===== src/rtl/pa_fdsu_srt_post.sv =====
// FDSU divide/sqrt back end: radix-2 restoring recurrence followed by round,
// range check and pack of an IEEE-754 single result, handed off via valid/ready.
module pa_fdsu_srt_post #(
  parameter int DIV_ITER  = 27,
  parameter int SQRT_ITER = 25,
  parameter int EXP_W     = 13
) (
  input  logic             forever_cpuclk,
  input  logic             cpurst,
  input  logic             ex1_start,
  input  logic             ex1_div,
  input  logic             ex1_sqrt,
  input  logic [23:0]      ex1_dividend_mant,
  input  logic [23:0]      ex1_divisor,
  input  logic [EXP_W-1:0] ex1_expnt_adder_op0,
  input  logic [EXP_W-1:0] ex1_expnt_adder_op1,
  input  logic             ex1_result_sign,
  input  logic [2:0]       ex1_rm,
  input  logic             ex1_flush,
  output logic             fdsu_busy,
  output logic             fdsu_result_vld,
  input  logic             fdsu_result_rdy,
  output logic [31:0]      fdsu_result,
  output logic [2:0]       fdsu_fflags
);

  // state | meaning
  // IDLE  | waiting for start
  // ITER  | one quotient/root bit per cycle
  // RND   | round, range check, pack into result registers
  // DONE  | result_vld held until writeback takes it
  typedef enum logic [1:0] {IDLE, ITER, RND, DONE} state_t;

  localparam logic [4:0] DIV_LAST  = 5'(DIV_ITER - 1);
  localparam logic [4:0] SQRT_LAST = 5'(SQRT_ITER - 1);

  state_t             state, state_nx;
  logic [4:0]         cnt;
  logic               op_div, sign;
  logic [2:0]         rm;
  logic [23:0]        m1;
  logic [EXP_W-1:0]   e_base;
  logic [28:0]        rem;
  logic [26:0]        q;
  logic [49:0]        x;
  logic               start_acc;
  logic [EXP_W-1:0]   u, u_half;

  assign start_acc       = (state == IDLE) & ex1_start & ~ex1_flush;
  assign fdsu_busy       = (state != IDLE);
  assign fdsu_result_vld = (state == DONE);

  // sqrt exponent is floor(u/2)+127, so the odd/even split is fixed at start
  assign u      = ex1_expnt_adder_op0 - ex1_expnt_adder_op1;
  assign u_half = {u[EXP_W-1], u[EXP_W-1:1]};

  always_ff @(posedge forever_cpuclk) begin
    if (cpurst) state <= IDLE;
    else        state <= state_nx;
  end

  always_comb begin
    state_nx = state;
    case (state)
      IDLE: if (ex1_start) state_nx = ITER;
      ITER: if (cnt == (op_div ? DIV_LAST : SQRT_LAST)) state_nx = RND;
      RND:  state_nx = DONE;
      DONE: if (fdsu_result_rdy) state_nx = IDLE;
      default: state_nx = IDLE;
    endcase
    if (ex1_flush) state_nx = IDLE;
  end

  // recurrence step
  logic        div_ge, sq_ge;
  logic [27:0] div_rem;
  logic [28:0] sq_rem, sq_trial, step_rem;
  logic [26:0] step_q;

  always_comb begin
    div_ge   = rem >= {5'b0, m1};
    div_rem  = div_ge ? 28'(rem - {5'b0, m1}) : rem[27:0];
    sq_rem   = {rem[26:0], x[49:48]};
    sq_trial = {q, 2'b01};
    sq_ge    = sq_rem >= sq_trial;
    step_rem = op_div ? {div_rem, 1'b0} : (sq_ge ? sq_rem - sq_trial : sq_rem);
    step_q   = {q[25:0], op_div ? div_ge : sq_ge};
  end

  // rounding and packing
  logic [23:0]      mant, mant_r;
  logic [24:0]      mant_sum;
  logic             g, s, inc, uf, of, max_fin;
  logic [EXP_W-1:0] e_pre, e_post;
  logic [31:0]      rnd_result;
  logic [2:0]       rnd_flags;

  always_comb begin
    if (op_div && q[26]) begin
      mant = q[26:3]; g = q[2]; s = (|q[1:0]) | (|rem);
    end else if (op_div) begin
      mant = q[25:2]; g = q[1]; s = q[0] | (|rem);
    end else begin
      mant = q[24:1]; g = q[0]; s = |rem;
    end
    case (rm)
      3'b000:  inc = g & (s | mant[0]);
      3'b010:  inc = sign & (g | s);
      3'b011:  inc = ~sign & (g | s);
      3'b100:  inc = g;
      default: inc = 1'b0;
    endcase
    e_pre    = e_base + EXP_W'(op_div & q[26]);
    mant_sum = {1'b0, mant} + 25'(inc);
    mant_r   = mant_sum[24] ? 24'h800000 : mant_sum[23:0];
    e_post   = e_pre + EXP_W'(mant_sum[24]);
    uf       = e_pre[EXP_W-1] | (e_pre == '0);
    of       = ~e_post[EXP_W-1] & (e_post >= EXP_W'(255));
    max_fin  = (rm == 3'b001) | (rm > 3'b100) | ((rm == 3'b010) & ~sign) | ((rm == 3'b011) & sign);
    if (uf) begin
      rnd_result = {sign, 31'b0};
      rnd_flags  = 3'b011;
    end else if (of) begin
      rnd_result = max_fin ? {sign, 8'hFE, 23'h7FFFFF} : {sign, 8'hFF, 23'h0};
      rnd_flags  = 3'b101;
    end else begin
      rnd_result = {sign, e_post[7:0], mant_r[22:0]};
      rnd_flags  = {2'b00, g | s};
    end
  end

  always_ff @(posedge forever_cpuclk) begin
    if (cpurst) begin
      cnt <= '0; op_div <= 1'b0; sign <= 1'b0; rm <= '0; m1 <= '0; e_base <= '0;
      rem <= '0; q <= '0; x <= '0; fdsu_result <= '0; fdsu_fflags <= '0;
    end else begin
      if (start_acc) begin
        op_div <= ex1_div & ~ex1_sqrt;
        sign   <= ex1_result_sign;
        rm     <= ex1_rm;
        m1     <= ex1_divisor;
        cnt    <= '0;
        q      <= '0;
        rem    <= ex1_div ? {5'b0, ex1_dividend_mant} : '0;
        x      <= u[0] ? {ex1_dividend_mant, 26'b0} : {1'b0, ex1_dividend_mant, 25'b0};
        e_base <= ex1_div ? u + EXP_W'(126) : u_half + EXP_W'(127);
      end else if (state == ITER) begin
        rem <= step_rem;
        q   <= step_q;
        x   <= {x[47:0], 2'b00};
        cnt <= cnt + 5'd1;
      end
      if (ex1_flush) begin
        cnt         <= '0;
        fdsu_result <= '0;
        fdsu_fflags <= '0;
      end else if (state == RND) begin
        fdsu_result <= rnd_result;
        fdsu_fflags <= rnd_flags;
      end
    end
  end

endmodule


===== config.mk =====
export PLATFORM = sky130hd
export DESIGN_NAME = pa_fdsu_srt_post
export DESIGN_NICKNAME = d
export VERILOG_FILES = /design/src/rtl/pa_fdsu_srt_post.sv
export SDC_FILE = /design/constraint.sdc
export NUM_CORES = 1
export LEC_CHECK = 0
export BUFFER_PORTS_ARGS = -buffer_cell sky130_fd_sc_hd__clkbuf_2
export CAP_MARGIN = 15
export CORE_ASPECT_RATIO = 0.6
export CORE_MARGIN = 5
export CORE_UTILIZATION = 29
export CTS_CLUSTER_SIZE = 30
export DETAILED_ROUTE_END_ITERATION = 10
export SLEW_MARGIN = 20
export SYNTH_ARGS = -nofsm -noshare
export SYNTH_HDL_FRONTEND = slang
export SYNTH_SLANG_ARGS = --single-unit

===== constraint.sdc =====
create_clock -name forever_cpuclk -period 7.3 [get_ports forever_cpuclk]
set_clock_uncertainty 0.1 [all_clocks]
set_input_delay 0.365 -clock forever_cpuclk [delete_from_list [all_inputs] [get_ports forever_cpuclk]]
set_output_delay 0.365 -clock forever_cpuclk [all_outputs]
set_load 0.005 [all_outputs]

==> key figures, run 1 <==
Placement
  • Dpl hpwl: 33900 um
  • Number of cells after detailed placement: 2358
  • Final GP Congestion: around 0.93
  • Buffers on Ports: 121
  • Placement-stage worst setup slack: around 0.57 ns

Global route
  • Via count of the first global-routing pass: 11960
  • Total global routing overflow: 0
  • Wire length of the first global-routing pass: 69310 um
  • Initial antenna violation count: 0
  • Maximum number of pins on one net before global-route repair: between 50 and 60
  • GRT Util Overall: 17.06%

Setup path
  • Biggest cell delay along the critical path: between 0.7 and 0.8 ns
  • Crit Reg-Reg Startpoint: op_div$_SDFFE_PP0P_
  • Cell with the largest stage delay on the worst path: sky130_fd_sc_hd__nor3b_4
  • Kind of start point of the critical path: flop
  • Worst setup startpoint: op_div$_SDFFE_PP0P_
  • Maximum fanout along the worst path: 28
  • Crit Path Class: reg -> reg
  • Internal reg-to-reg setup slack: 0.85 ns
  • Arrival @ worst endpoint: 6.75 ns
  • Required time at the endpoint of the critical path: 7.60 ns
  • Count of cells along the worst register-to-register path: 23
  • Worst flop-to-flop path endpoint: fdsu_result[21]$_SDFFE_PP0P_
  • Type of element capturing the critical path: flop
  • Most frequent CP cell: sky130_fd_sc_hd__ha_1
  • Series of cell instances along the critical path: inv_1, nor2_1, o21ai_0, nand3_1, nor3_1, a21oi_1, ha_1, ha_1, nand4_2, nor4b_4, nand3_2, or3_1, nor2_4, ha_1, ha_1, inv_1, a211oi_1, and4bb_2, o21ai_1, a221oi_1, a31o_2, nor3b_4, a221o_1

STA
  • Post-route fraction of the period consumed by the critical path: 88.33%
  • Upper clock frequency limit: 0.1551 GHz
  • Total Negative Setup Slacks: 0 ns
  • Headroom to the max-slew limit: 33.30%
  • Smallest setup slack after layout: 0.8522 ns
  • Hold violation count in the final report: 0
  • Number of pins exceeding their max-slew limit in the final report: 0
  • Transition time of the tightest slew-check pin: 0.9981 ns
  • Setup repair after global routing missed its margin: false
  • Post-layout minimum cycle time: between 6 and 7 ns
  • Setup-violating endpoint count in the final report: 0

Synthesis
  • Area share of the leading cell type in the synthesized netlist: about a quarter
  • Number of synthesized flops with an enable pin: 0
  • Total number of yosys warnings: 0
  • Async set-or-reset flop fraction in the synthesized netlist: 0%
  • Leading area contributor after synthesis: sky130_fd_sc_hd__dfxtp_1
  • Library cells used by synthesis: 85
  • Synthesized area per cell: ~8 um2
  • Biggest area contributors in the synthesized netlist: sky130_fd_sc_hd__dfxtp_1 (25%), sky130_fd_sc_hd__mux2i_1 (8.6%), sky130_fd_sc_hd__ha_1 (7.4%)
  • Dominant register cell in the synthesized netlist: sky130_fd_sc_hd__dfxtp_1
  • Post-Synthesis Cells: 1708
  • Synthesized Nets: around 1900
  • Flip-flop and latch count after synthesis: between 150 and 200
  • Seq/Total Area, Yosys: between 20% and 30%
  • Post-Syn Area: 13350 um2

Routing
  • Initial drt markers: 1577
  • Total vias in the final route: between 10000 and 15000
  • DRC errors left: 0
  • Routed wire per std cell: between 15 and 20 um
  • Length of the first detailed-routing pass in iterations: 6
  • Post-DRT Antenna Nets: 0
  • Via-per-instance ratio: 5.481
  • WL final: 44550 um

Finish
  • Non-filler instance count after layout: 2398
  • Most frequent standard cell in the layout excluding fill and tap cells: sky130_fd_sc_hd__dfxtp_1
  • Area occupied by registers: ~3300 um2
  • Diode insertion count for antenna repair: 0
  • Highest-count cells in the layout ignoring fill and taps: sky130_fd_sc_hd__dfxtp_1 (164), sky130_fd_sc_hd__nand2_1 (149), sky130_fd_sc_hd__nor2_1 (147)
  • Share of post-route cells with drive strength above 1: 12.43%
  • Layout Utilization: 33.41%
  • Total Nets Final: between 1500 and 2000
  • Area of combinational cells with multiple inputs: 9254 um2
  • Number of fill cells in the layout: 4718
  • Post-synthesis to final-layout area growth: 12.94%

Outcome
  • Result of the run: complete, no violations

Job
  • Max cap viols: 0

Clock network
  • Total of cells resized after clock tree synthesis: 0
  • Post-CTS Hold Buffers: 8
  • Root Driver: sky130_fd_sc_hd__clkbuf_16
  • Clock H-tree levels: 4
  • Maximum number of buffers from clock root to sink: 2
  • Clock tree from TritonCTS: yes
  • Number of buffers created by CTS: 17
  • Total clock sinks: 165
  • Reg clk slew, reported paths: around 0.080 ns
  • Setup bufs post-CTS: 0
  • Worst skew pair latency: 0.46 ns

Die
  • Floorplan die width: 286.9 um
  • Starting Density: approximately 30%
  • Die Footprint: 50550 um2
  • Top-Level Pins: 122
  • Y dimension of the die: 176.2 um
  • Placement Rows: 60
  • Area of the core: 45120 um2

Worst hold path
  • Startpoint of the tightest hold check path: ex1_divisor[7]
  • Worst Hold Path EP: m1[7]$_SDFFE_PP0P_
  • Hold Path Cell Cnt: 3
  • Path type of the worst min-delay path: in -> reg

Pwr
  • Leakage component of the power: about 5.7 nW
  • Peak supply drop: 0.0001300 V
  • PwrDens: 227.1 nW/um2
==> report_power, final <==
group	switching [mW]	internal (mW)	total (mW)
Sequential	0.0818	0.946	1.03
Clock	0.456	0.459	0.916
Combinational	0.879	0.600	1.48
==> how the worst max path moves through the flow <==
stage	end	slack (ns)	cells after the start
3_5_place_dp	fdsu_result[21]$_SDFFE_PP0P_	0.57	23
2_1_floorplan	fdsu_result[13]$_SDFFE_PP0P_	1.68	25
4_1_cts	fdsu_result[21]$_SDFFE_PP0P_	0.56	23
5_1_grt	fdsu_result[12]$_SDFFE_PP0P_	0.30	23
3_3_place_gp	fdsu_result[17]$_SDFFE_PP0P_	1.04	23
6_report	fdsu_result[21]$_SDFFE_PP0P_	0.85	23
==> synthesized netlist by cell type (all sizes together) (4+ instances only) <==
cell    number
dfxtp      165
nor2       152
nand2      150
a21oi      117
mux2i      115
inv         95
o21ai       90
ha          79
clkbuf      69
xnor2       66
nor3        57
a211oi      45
xor2        42
buf         37
nand3       35
nor2b       35
o211ai      32
a21o        27
a221o       26
o21a        21
a31oi       19
nand4       17
mux2        16
or3         16
nor4        14
a221oi      12
o22ai       11
a22o        10
and3        10
nand3b      10
nand2b       9
nor3b        8
or2          8
and2         7
o31a         7
o31ai        6
a211o        5
a41oi        5
a31o         4
a32oi        4
o221ai       4
or4          4
==> kinds of logic after synthesis <==
family	share of synthesized area, %
AND/OR/NAND/NOR	20.05
XOR/XNOR	7.088
flip-flops	24.75
AO/OA/AOI/OAI	24.22
buffers and inverters	6.216
multiplexers	9.976
adder cells (fa/ha/maj)	7.707
==> metrics by stage <==
stage	area (um2)	hold WS (ns)	total power, mW
final	15070	0.01867	3.423
after floorplan	13350	0.3448	2.112
after global routing	15070	0.005921	3.614
after global placement	14400	0.3413	2.465
after CTS	15060	0.001658	3.394
after detailed placement	14400	0.3432	2.471
==> worst max-delay path, delay by kind of cell, from the launching register on <==
family          cells  cell delay, ns
simple gates       10            2.86
compound gates      7            1.70
fa+ha+maj           4            0.83
flops               1            0.71
buf+inv             2            0.19
==> area by class of cell <==
class	instances	share of cell area, %
clock buffer	17	2.823
clock inverter	15	1.046
inverter	95	2.366
multi-input combinational	1342	61.40
sequential	165	21.92
tap	620	5.147
timing repair buffer	144	5.296
==> per-layer routing <==
| metal | part of all wire [%] | wire [um] | vias up | track usage, % |
|---|---|---|---|---|
| li1 | - | - | 6346 | - |
| met1 | 52 | 22980 | 6202 | 27.04 |
| met2 | 38 | 16960 | 560 | 22.63 |
| met3 | 9.3 | 4143 | 35 | 4.723 |
| met4 | 1.1 | 470 | 0 | 3.033 |
| met5 | 0 | 0 | - | 0 |
==> state kept, by name (all words and copies together), names as in the netlist, 2 cells and up <==
name         cells
fdsu_result     32
q               27
cnt              5
fdsu_fflags      3
state            2
e_base          13
x               25
m1              24
rm               3
rem             29
(Power assumes the default switching activity.)
==> inputs of run 2 (changes only) <==
--- a/config.mk
+++ b/config.mk
@@ -12,6 +12,7 @@
 export CORE_UTILIZATION = 29
 export CTS_CLUSTER_SIZE = 30
 export DETAILED_ROUTE_END_ITERATION = 10
+export PLACE_DENSITY_LB_ADDON = 0.2
 export SLEW_MARGIN = 20
 export SYNTH_ARGS = -nofsm -noshare
 export SYNTH_HDL_FRONTEND = slang
==> key figures, run 2 (synthesis results as in run 1) <==
Outcome
  • Result of the run: complete, no violations

Setup path
  • Worst setup startpoint: op_div$_SDFFE_PP0P_
  • Arrival @ worst endpoint: 6.73 ns
  • Kind of start point of the critical path: flop
  • Crit Path Class: reg -> reg
  • Series of cell instances along the critical path: inv_1, nor2_1, o21ai_0, nand3_1, nor3_1, a21oi_1, ha_1, ha_1, nand4_2, nor4b_4, nand3_2, or3_1, nor2_4, ha_1, ha_1, inv_1, a211oi_1, and4bb_2, o21ai_1, a221oi_1, a31o_2, nor3b_4, a221o_1
  • Maximum fanout along the worst path: 28
  • Count of cells along the worst register-to-register path: 23
  • Cell with the largest stage delay on the worst path: sky130_fd_sc_hd__nor3b_4
  • Crit Reg-Reg Startpoint: op_div$_SDFFE_PP0P_
  • Most frequent CP cell: sky130_fd_sc_hd__ha_1
  • Type of element capturing the critical path: flop
  • Worst setup path end: fdsu_result[2]$_SDFFE_PP0P_
  • Internal reg-to-reg setup slack: between 0.8 and 0.9 ns
  • Required time at the endpoint of the critical path: 7.59 ns
  • Worst flop-to-flop path endpoint: fdsu_result[2]$_SDFFE_PP0P_
  • Biggest cell delay along the critical path: 0.75 ns

Placement
  • Dpl hpwl: 35910 um
  • Number of cells after detailed placement: 2365
  • Buffers on Ports: 121
  • Placement-stage worst setup slack: roughly 0.90 ns
  • Final GP Congestion: 0.9113
  • Placed instance area: between 10000 and 15000 um2

Finish
  • Most frequent standard cell in the layout excluding fill and tap cells: sky130_fd_sc_hd__dfxtp_1
  • Registers with the most flip-flops: fdsu_result (32), rem (29), q (27)
  • Number of fill cells in the layout: between 4000 and 5000
  • Non-filler instance count after layout: 2404
  • Area occupied by registers: 3304 um2
  • Largest register FFs: 32
  • Highest-count cells in the layout ignoring fill and taps: sky130_fd_sc_hd__dfxtp_1 (164), sky130_fd_sc_hd__nand2_1 (149), sky130_fd_sc_hd__nor2_1 (148)
  • Share of post-route cells with drive strength above 1: about an eighth
  • Total Nets Final: 1937
  • Post-synthesis to final-layout area growth: 13.59%
  • Diode insertion count for antenna repair: 0
  • Largest Register: fdsu_result
  • Cell area after layout: 15160 um2
  • Area of combinational cells with multiple inputs: ~9000 um2

Clock network
  • Setup bufs post-CTS: 0
  • Clock H-tree levels: 4
  • Total clock sinks: 165
  • Root Driver: sky130_fd_sc_hd__clkbuf_16
  • Post-CTS Hold Buffers: 7
  • Clock tree from TritonCTS: yes
  • Maximum number of buffers from clock root to sink: 2
  • Total of cells resized after clock tree synthesis: 0
  • Number of buffers created by CTS: 17
  • Reg clk slew, reported paths: around 0.070 ns
  • Worst skew pair latency: approximately 0.45 ns

STA
  • Upper clock frequency limit: approximately 0.16 GHz
  • Setup-violating endpoint count in the final report: 0
  • Transition time of the tightest slew-check pin: 1.026 ns
  • Setup repair after global routing missed its margin: false
  • Number of pins exceeding their max-slew limit in the final report: 0
  • Smallest setup slack after layout: 0.8588 ns
  • Post-layout minimum cycle time: 6.441 ns
  • Total Negative Setup Slacks: 0 ns
  • Headroom to the max-slew limit: a little under a third
  • Hold violation count in the final report: 0
  • Post-route fraction of the period consumed by the critical path: 88.24%

Global route
  • Initial antenna violation count: 0
  • Maximum number of pins on one net before global-route repair: 57
  • GRT Util Overall: around 18%
  • Wire length of the first global-routing pass: 72180 um
  • Total global routing overflow: 0
  • Via count of the first global-routing pass: 11670

Routing
  • Post-DRT Antenna Nets: 0
  • Length of the first detailed-routing pass in iterations: 6
  • Via-per-instance ratio: 5.361
  • WL final: 47040 um
  • Routed wire per std cell: roughly 20 um
  • DRC errors left: 0
  • Total vias in the final route: 12890
  • Initial drt markers: 1098

Pwr
  • Overall power after layout: 3.550 mW
  • PwrDens: 234.2 nW/um2
  • Leakage component of the power: 5.805 nW
  • Peak supply drop: 0.0001204 V

Die
  • Floorplan die width: 286.9 um
  • Top-Level Pins: 122
  • Die Footprint: approximately 50000 um2
  • Area of the core: 45120 um2
  • Placement Rows: 60
  • Starting Density: 29.58%
  • Y dimension of the die: 176.2 um

Worst hold path
  • Path type of the worst min-delay path: in -> reg

Job
  • Max cap viols: 0
## run 2: area by class of cell
class / count / area share (%)
clock inverter: 13 / 1.197
multi-input combinational: 1342 / 61.00
timing repair buffer: 150 / 5.547
inverter: 95 / 2.352
tap: 620 / 5.118
sequential: 165 / 21.80
clock buffer: 19 / 2.988
## run 2: worst max-delay path: cells and delay by family (launching register included)
family          cells  cell delay (ns)
buf+inv             2             0.18
fa+ha+maj           4             0.86
flops               1             0.69
compound gates      7             1.69
simple gates       10             2.85
## run 2: layer usage
metal	GRT usage [%]	wire length, um	up-vias
met1	30.24	25520	6071
li1	-	-	6339
met3	3.729	3554	25
met4	2.772	378	0
met2	23.63	17590	452
met5	0	0	-
## run 2: how the worst min path moves through the flow
stage	startpoint	endpoint	slack, ns	cells past startpoint
5_1_grt	ex1_divisor[3]	m1[3]$_SDFFE_PP0P_	0.01	3
2_1_floorplan	fdsu_result[23]$_SDFFE_PP0P_	fdsu_result[23]$_SDFFE_PP0P_	0.34	2
6_report	ex1_divisor[2]	m1[2]$_SDFFE_PP0P_	0.01	3
3_3_place_gp	fdsu_result[24]$_SDFFE_PP0P_	fdsu_result[24]$_SDFFE_PP0P_	0.34	2
3_5_place_dp	fdsu_result[23]$_SDFFE_PP0P_	fdsu_result[23]$_SDFFE_PP0P_	0.34	2
4_1_cts	ex1_divisor[2]	m1[2]$_SDFFE_PP0P_	0.00004	3
## run 2: power by group
part,switching [mW],internal (mW),total (mW)
logic,0.916,0.609,1.52
registers,0.0707,0.946,1.02
clock network,0.439,0.570,1.01
total,1.43,2.12,3.55
## run 2: stage by stage
stage / util (%) / hold WS (ns)
CTS: 33.59 / 0.00003675
finish: 33.60 / 0.01281
global placement: 32.01 / 0.3374
floorplan: - / 0.3448
global route: 33.60 / 0.01154
detailed placement: 32.02 / 0.3424
